`config.mk`:
```
export PLATFORM = sky130hd
export DESIGN_NAME = mem_stage_ldx
export DESIGN_NICKNAME = d
export VERILOG_FILES = /design/src/rtl/mem_stage_ldx.sv
export SDC_FILE = /design/constraint.sdc
export NUM_CORES = 1
export LEC_CHECK = 0
export ABC_CLOCK_PERIOD_IN_PS = 11100
export BUFFER_PORTS_ARGS = -buffer_cell sky130_fd_sc_hd__buf_2
export CAP_MARGIN = 20
export CORE_MARGIN = 1.5
export CORE_UTILIZATION = 41
export DETAILED_ROUTE_END_ITERATION = 10
export MAX_ROUTING_LAYER = met4
export PLACE_DENSITY_LB_ADDON = 0.3
export SYNTH_ARGS = -nofsm -noshare
export SYNTH_HDL_FRONTEND = slang
export SYNTH_SLANG_ARGS = --single-unit
```
`constraint.sdc`:
```
create_clock -name clk -period 11.1 [get_ports clk]
set_clock_uncertainty 0.15 [all_clocks]
set_input_delay 2.22 -clock clk [delete_from_list [all_inputs] [get_ports clk]]
set_output_delay 2.22 -clock clk [all_outputs]
set_load 0.1 [all_outputs]
```
`src/rtl/mem_stage_ldx.sv`:
```
// MEM stage: holds one instruction, waits for the data-SRAM load response, extracts and extends the load lane.
// Buffers a response that arrives while WB stalls, and counts responses orphaned by a flush so they can be dropped.
module mem_stage_ldx #(
  parameter int PC_W     = 32,
  parameter int DATA_W   = 32,
  parameter int REG_AW   = 5,
  parameter int ES_BUS_W = PC_W + 1 + REG_AW + DATA_W + 3,
  parameter int WS_BUS_W = PC_W + 1 + REG_AW + DATA_W
) (
  input  logic                clk,
  input  logic                reset,
  input  logic                es_to_ms_valid,
  input  logic [ES_BUS_W-1:0] es_to_ms_bus,
  output logic                ms_allowin,
  input  logic                ws_allowin,
  output logic                ms_to_ws_valid,
  output logic [WS_BUS_W-1:0] ms_to_ws_bus,
  input  logic                ms_flush,
  input  logic                data_sram_data_ok,
  input  logic [DATA_W-1:0]   data_sram_rdata,
  output logic [REG_AW-1:0]   ms_fwd_dest,
  output logic [DATA_W-1:0]   ms_fwd_data,
  output logic                ms_fwd_busy
);
  localparam int OFF_W = (DATA_W == 64) ? 3 : 2;

  logic              r_ms_valid;
  logic [PC_W-1:0]   r_pc;
  logic              r_gr_we;
  logic [REG_AW-1:0] r_dest;
  logic [DATA_W-1:0] r_alu_result;
  logic [2:0]        r_ld_op;
  logic              r_buf_valid;
  logic [DATA_W-1:0] r_rdata_buf;
  logic [1:0]        r_drop_cnt;

  logic [PC_W-1:0]   w_es_pc;
  logic              w_es_gr_we;
  logic [REG_AW-1:0] w_es_dest;
  logic [DATA_W-1:0] w_es_alu_result;
  logic [2:0]        w_es_ld_op;
  logic              w_is_load;
  logic              w_drop_zero;
  logic              w_resp_hit;
  logic              w_ready_go;
  logic              w_leave;
  logic              w_capture;
  logic              w_buf_set;
  logic              w_drop_inc;
  logic              w_drop_dec;
  logic [OFF_W-1:0]  w_off;
  logic [DATA_W-1:0] w_resp;
  logic [DATA_W-1:0] w_lane;
  logic [DATA_W-1:0] w_final;

  assign {w_es_pc, w_es_gr_we, w_es_dest, w_es_alu_result, w_es_ld_op} = es_to_ms_bus;

  // A data_ok is only ours when no flushed load still owes a response.
  assign w_is_load   = (r_ld_op != 3'd0);
  assign w_drop_zero = (r_drop_cnt == 2'd0);
  assign w_resp_hit  = r_buf_valid || (data_sram_data_ok && w_drop_zero);
  assign w_ready_go  = !w_is_load || w_resp_hit;
  assign ms_allowin  = !r_ms_valid || (w_ready_go && ws_allowin);
  assign w_leave     = r_ms_valid && w_ready_go && ws_allowin;
  assign w_capture   = ms_allowin && es_to_ms_valid && !ms_flush;
  assign w_buf_set   = r_ms_valid && w_is_load && !r_buf_valid && data_sram_data_ok
                       && w_drop_zero && !ws_allowin;
  assign w_drop_inc  = ms_flush && r_ms_valid && w_is_load && !w_resp_hit;
  assign w_drop_dec  = data_sram_data_ok && !w_drop_zero;

  assign w_off  = r_alu_result[OFF_W-1:0];
  assign w_resp = r_buf_valid ? r_rdata_buf : data_sram_rdata;
  assign w_lane = w_resp >> {w_off, 3'b000};

  always_comb begin
    w_final = r_alu_result;
    case (r_ld_op)
      3'd0:    w_final = r_alu_result;
      3'd1:    w_final = DATA_W'($signed(w_lane[7:0]));
      3'd2:    w_final = DATA_W'(w_lane[7:0]);
      3'd3:    w_final = DATA_W'($signed(w_lane[15:0]));
      3'd4:    w_final = DATA_W'(w_lane[15:0]);
      3'd5:    w_final = DATA_W'($signed(w_lane[31:0]));
      3'd6:    w_final = (DATA_W == 64) ? DATA_W'(w_lane[31:0]) : w_lane;
      3'd7:    w_final = w_lane;
      default: w_final = r_alu_result;
    endcase
  end

  assign ms_to_ws_valid = r_ms_valid && w_ready_go && !ms_flush;
  assign ms_to_ws_bus   = {r_pc, r_gr_we, r_dest, w_final};
  assign ms_fwd_dest    = (r_ms_valid && r_gr_we) ? r_dest : {REG_AW{1'b0}};
  assign ms_fwd_data    = w_final;
  assign ms_fwd_busy    = r_ms_valid && w_is_load && !w_resp_hit;

  always_ff @(posedge clk or posedge reset) begin
    if (reset) begin
      r_ms_valid   <= 1'b0;
      r_pc         <= {PC_W{1'b0}};
      r_gr_we      <= 1'b0;
      r_dest       <= {REG_AW{1'b0}};
      r_alu_result <= {DATA_W{1'b0}};
      r_ld_op      <= 3'd0;
    end else begin
      if (ms_flush) begin
        r_ms_valid <= 1'b0;
      end else if (ms_allowin) begin
        r_ms_valid <= es_to_ms_valid;
      end
      if (w_capture) begin
        r_pc         <= w_es_pc;
        r_gr_we      <= w_es_gr_we;
        r_dest       <= w_es_dest;
        r_alu_result <= w_es_alu_result;
        r_ld_op      <= w_es_ld_op;
      end
    end
  end

  always_ff @(posedge clk or posedge reset) begin
    if (reset) begin
      r_buf_valid <= 1'b0;
      r_rdata_buf <= {DATA_W{1'b0}};
    end else if (ms_flush || w_leave) begin
      r_buf_valid <= 1'b0;
    end else if (w_buf_set) begin
      r_buf_valid <= 1'b1;
      r_rdata_buf <= data_sram_rdata;
    end
  end

  // Saturating count of responses still owed to flushed loads; inc and dec together cancel.
  always_ff @(posedge clk or posedge reset) begin
    if (reset) begin
      r_drop_cnt <= 2'd0;
    end else if (w_drop_inc && !w_drop_dec) begin
      if (r_drop_cnt != 2'd3) begin
        r_drop_cnt <= r_drop_cnt + 2'd1;
      end
    end else if (w_drop_dec && !w_drop_inc) begin
      r_drop_cnt <= r_drop_cnt - 2'd1;
    end
  end
endmodule

```
* Word-level counts from Yosys, hierarchy flattened
Cells that the tools add are included.
** Word-level totals
- Bits in registers :: 109
- Input port bits :: 111
- Logic and storage cells :: 74
** Operators by class
- $add $sub $neg :: 2
- Equality and inequality tests :: 9
- Shift-type cells :: 1
- Mux-type cells :: 10
- Bitwise logic cells :: 1
- Reductions and logical operators :: 42
** Operators by type and width (number)
- 32-bit case mux with 6 select lines :: 1
- 32-bit two-way mux :: 1
- 32-bit by 5-bit right shift with 32-bit output :: 1
- 1-bit logical AND :: 20
- 3-bit equality test (second input constant) :: 4
- 1-bit logical NOT :: 9
- 3-bit by 2-bit equality test with 1-bit output (second input constant) :: 2
- 2-bit two-way mux :: 3
- 2-bit nonzero test :: 3
- 5-bit two-way mux :: 1
- 1-bit logical OR :: 4
- 1-bit two-way mux :: 4
- 2-bit AND reduction :: 2
- 3-bit by 1-bit equality test with 1-bit output (second input constant) :: 1
- 3-bit logical NOT :: 1
- 3-bit nonzero test :: 1
- 3-bit OR reduction :: 1
- 2-bit by 1-bit adder with 2-bit output (second input constant) :: 1
- 2-bit logical NOT :: 1
- 2-bit by 1-bit inequality test with 1-bit output (second input constant) :: 1
- 2-bit inequality test (second input constant) :: 1
- 2-bit by 1-bit subtractor with 2-bit output (second input constant) :: 1
- 1-bit inverter :: 1

* Depth between registers and ports, before layout
- Depth in word-level cells :: 9
- Depth in mapped cells :: 9

* Least setup slack after synthesis
Ideal clock, no wire load.
- Kind :: in2out
- From :: input data_sram_rdata[26]
- To :: output ms_to_ws_bus[2]
- Data arrival time :: 5.256 ns
- Path slack :: 3.474 ns
- Stages on the path :: 4
- Buffers on the path :: 1
- Cell sequence :: mux4_2 > mux2i_1 > o21ai_0 > buf_4
** Between the ends
- Word-level cells in the longest chain between the ends :: 3
** RTL lines
- from (decl) :: RTL line 20 : input logic [DATA_W-1:0] data_sram_rdata,
- 32-bit two-way mux :: RTL line 72 : assign w_resp = r_buf_valid ? r_rdata_buf : data_sram_rdata;
- 32-bit by 5-bit right shift with 32-bit output :: RTL line 73 : assign w_lane = w_resp >> {w_off, 3'b000};
- 32-bit case mux with 6 select lines :: RTL line 77 : case (r_ld_op)
- to (decl) :: RTL line 17 : output logic [WS_BUS_W-1:0] ms_to_ws_bus,
Every way passes these cells.

* Worst setup path in the final report
- From :: input data_sram_rdata[7]
- To :: output ms_to_ws_bus[30]
The elaborated chain is that of the path after synthesis.

==> metrics.txt <==
status=complete, no violations; WS Path Type=primary input to output port; DIE HEIGHT=approximately 120 um; dpl hpwl=11300 um; Crit path arrival time=just over 4 ns; Setup-failing EPs final=0; Max Clk Rate=~0.16 GHz; Layout Cells excl Fill=815; Clock Latency Late Sink=0.35 ns; register area=2730 um2; DRT antenna net count=0; fin area=just over 7000 um2; first-pass GRT wire length=23200 um; min setup slack post-route=4.67 ns; Critical R2R Launch=r_ld_op[1]$_DFFE_PP0P_; Avg Vias per Cell=roughly 5.3; commonest non-fill, non-tap cell in the layout=buf_2; RSZ-0062 raised after global routing=no; largest area contributor in the netlist=dfrtp_1; Yosys reg bits=about 110; Mapped Cells=about 460; CTS max path bufs=2; minimum clock period=6.43 ns; Avg Cell Area, Syn=between 10 and 15 um2; gr usage total=between 20% and 30%; Final period util=between 50% and 60%; Leak=3.36 nW; CP Max Fanout=8; Tightest Pin Transition=0.999 ns; largest net degree at the start of global routing=just over 70; layout cells sized above 1=48.5%; WL/cell=between 15 and 20 um; Setup crit start kind=primary input; gpl congestion=around 0.78; die area=about 15000 um2; post-synthesis async set-or-reset flop share=100%; via count=roughly 4300; Final nets=between 700 and 800; Hold Vio Cnt, Final=0; dominant cells by area after synthesis=dfrtp_1, mux2_1, mux4_2, mux2_2, buf_4; Critical path origin=data_sram_rdata[7]; vias in the first global route=~4300; CP Capture Type=output port; synth unique cells=39; Worst VDD drop=0.218 mV; clk slew on worst S/H paths=0.07 ns; drt first-iter violations=around 210; total negative slack=0 ns; Die W=between 100 and 150 um; grt total ovfl=0; initial core utilization=between 40% and 50%; Seq/Total Area, Yosys=a little under half; dpl cells=799; Post-synth EDFFs=0; H-tree Lvls=3; ys flop type=dfrtp_1; count of pins over their slew limit=0; Rows=43; Num Clock Sinks=about 110; setup bufs post-CTS=0; root buf cell=clkbuf_16; cells resized by post-CTS repair=0; IO Port Bufs=220; antenna violations before repair=0; share of the synthesized area in the top cell type=46.6%; final-layout fill cell count=~1300; CP required=around 8.7 ns; area of the multi-input gates=about 2600 um2; TritonCTS Buffers=9; # DRC=0; Mapped Area=~5900 um2; # diodes=0; CTS tree=done; DP Area=between 6000 and 7000 um2; min-delay src=r_pc[4]$_DFFE_PP0P_; pre-CTS setup slack=4.65 ns; drt total wl=between 10000 and 15000 um; synth warn=0; Syn Nets=between 500 and 600; Core Box Area=approximately 14000 um2; pwr dens=approximately 300 nW/um2; leading cell types in the layout, fill and taps excluded=buf_2, dfrtp_1, mux2_1; first-pass detailed-route iteration total=4; I/O pin count=between 200 and 250; HP Class=flop to flop; Slew HR=between 30 and 40%; Max Cap Viol=0; area grow syn2layout=20.5%; CTS hold repair buffers=0
stage by stage:
| stage | total power [mW] | util, % | hold WS, ns |
|---|---|---|---|
| floorplan | 1.69 | - | 0.308 |
| global placement | 1.81 | 48.7 | 0.313 |
| detailed placement | 1.82 | 48.7 | 0.319 |
| CTS | 2.13 | 50.7 | 0.343 |
| global route | 2.20 | 50.7 | 0.353 |
| finish | 2.11 | 50.7 | 0.336 |
power by group:
| part | internal, mW | switching (mW) | total (mW) |
|---|---|---|---|
| registers | 0.494 | 0.0678 | 0.562 |
| clock network | 0.153 | 0.150 | 0.303 |
| logic | 0.233 | 1.02 | 1.25 |
| total | 0.880 | 1.23 | 2.11 |
state kept, by name, summed over array words and instances (netlist names):
signal	count
r_ld_op	3
r_alu_result	32
r_buf_valid	1
r_dest	5
r_gr_we	1
r_ms_valid	1
r_rdata_buf	32
r_drop_cnt	2
r_pc	32
cell families (layout without fill, tap and decap cells):
logic type	Yosys count	in the layout	synth area share, %
compound gates	53	53	6.37
mux	146	146	31.5
flops	109	109	46.6
simple gates	73	73	6.96
xor+xnor	1	1	0.150
buf+inv	75	253	8.48
cells in the mapped netlist, drive strengths merged (3+ instances only):
| master | number |
|---|---|
| dfrtp | 109 |
| mux2 | 106 |
| buf | 57 |
| nor2 | 22 |
| mux2i | 20 |
| mux4 | 20 |
| nand2 | 20 |
| a21oi | 14 |
| inv | 11 |
| a221o | 8 |
| o21ai | 8 |
| o22a | 8 |
| o22ai | 8 |
| clkbuf | 7 |
| nor3b | 7 |
| and3 | 6 |
| nor3 | 6 |
| nand2b | 3 |
critical path: stages:
cell and delay [ns]:
buf_2 0.09, mux2i_1 0.07, o32ai_1 0.28, nor3_2 0.15, a211oi_2 0.55, o22a_1 0.27, buf_2 0.43
final timing paths:
path / endpoint / slack (ns) / cells after the start
setup / recovery: ms_to_ws_bus[30] / 4.67 / 7
hold / removal: r_pc[4]$_DFFE_PP0P_ / 0.34 / 1
setup reg to reg: r_alu_result[12]$_DFFE_PP0P_ / 7.56 / 6
hold reg to reg: r_pc[4]$_DFFE_PP0P_ / 0.34 / 1
max in group asynchronous: r_ms_valid$_DFFE_PP0P_ / 7.78 / 3
min in group asynchronous: r_rdata_buf[16]$_DFFE_PP0P_ / 1.80 / 2
per-layer routing:
| metal | wire length [um] | GRT usage, % | vias to the layer above |
|---|---|---|---|
| met5 | 0 | - | - |
| met4 | 337 | 7.63 | 0 |
| met3 | 726 | 3.53 | 22 |
| met2 | 7180 | 32.6 | 152 |
| met1 | 6620 | 27.9 | 2134 |
| li1 | - | - | 1981 |
cell type report:
cell class              instances  area share [%]
clock inverters                 7           0.709
well taps                     180            3.19
flip-flops and latches        109            38.6
inverters                      11           0.620
repair buffers                226            16.2
multi-input cells             273            37.4
clock buffers                   9            3.19
No activity file was read; power rests on OpenSTA's default activity.
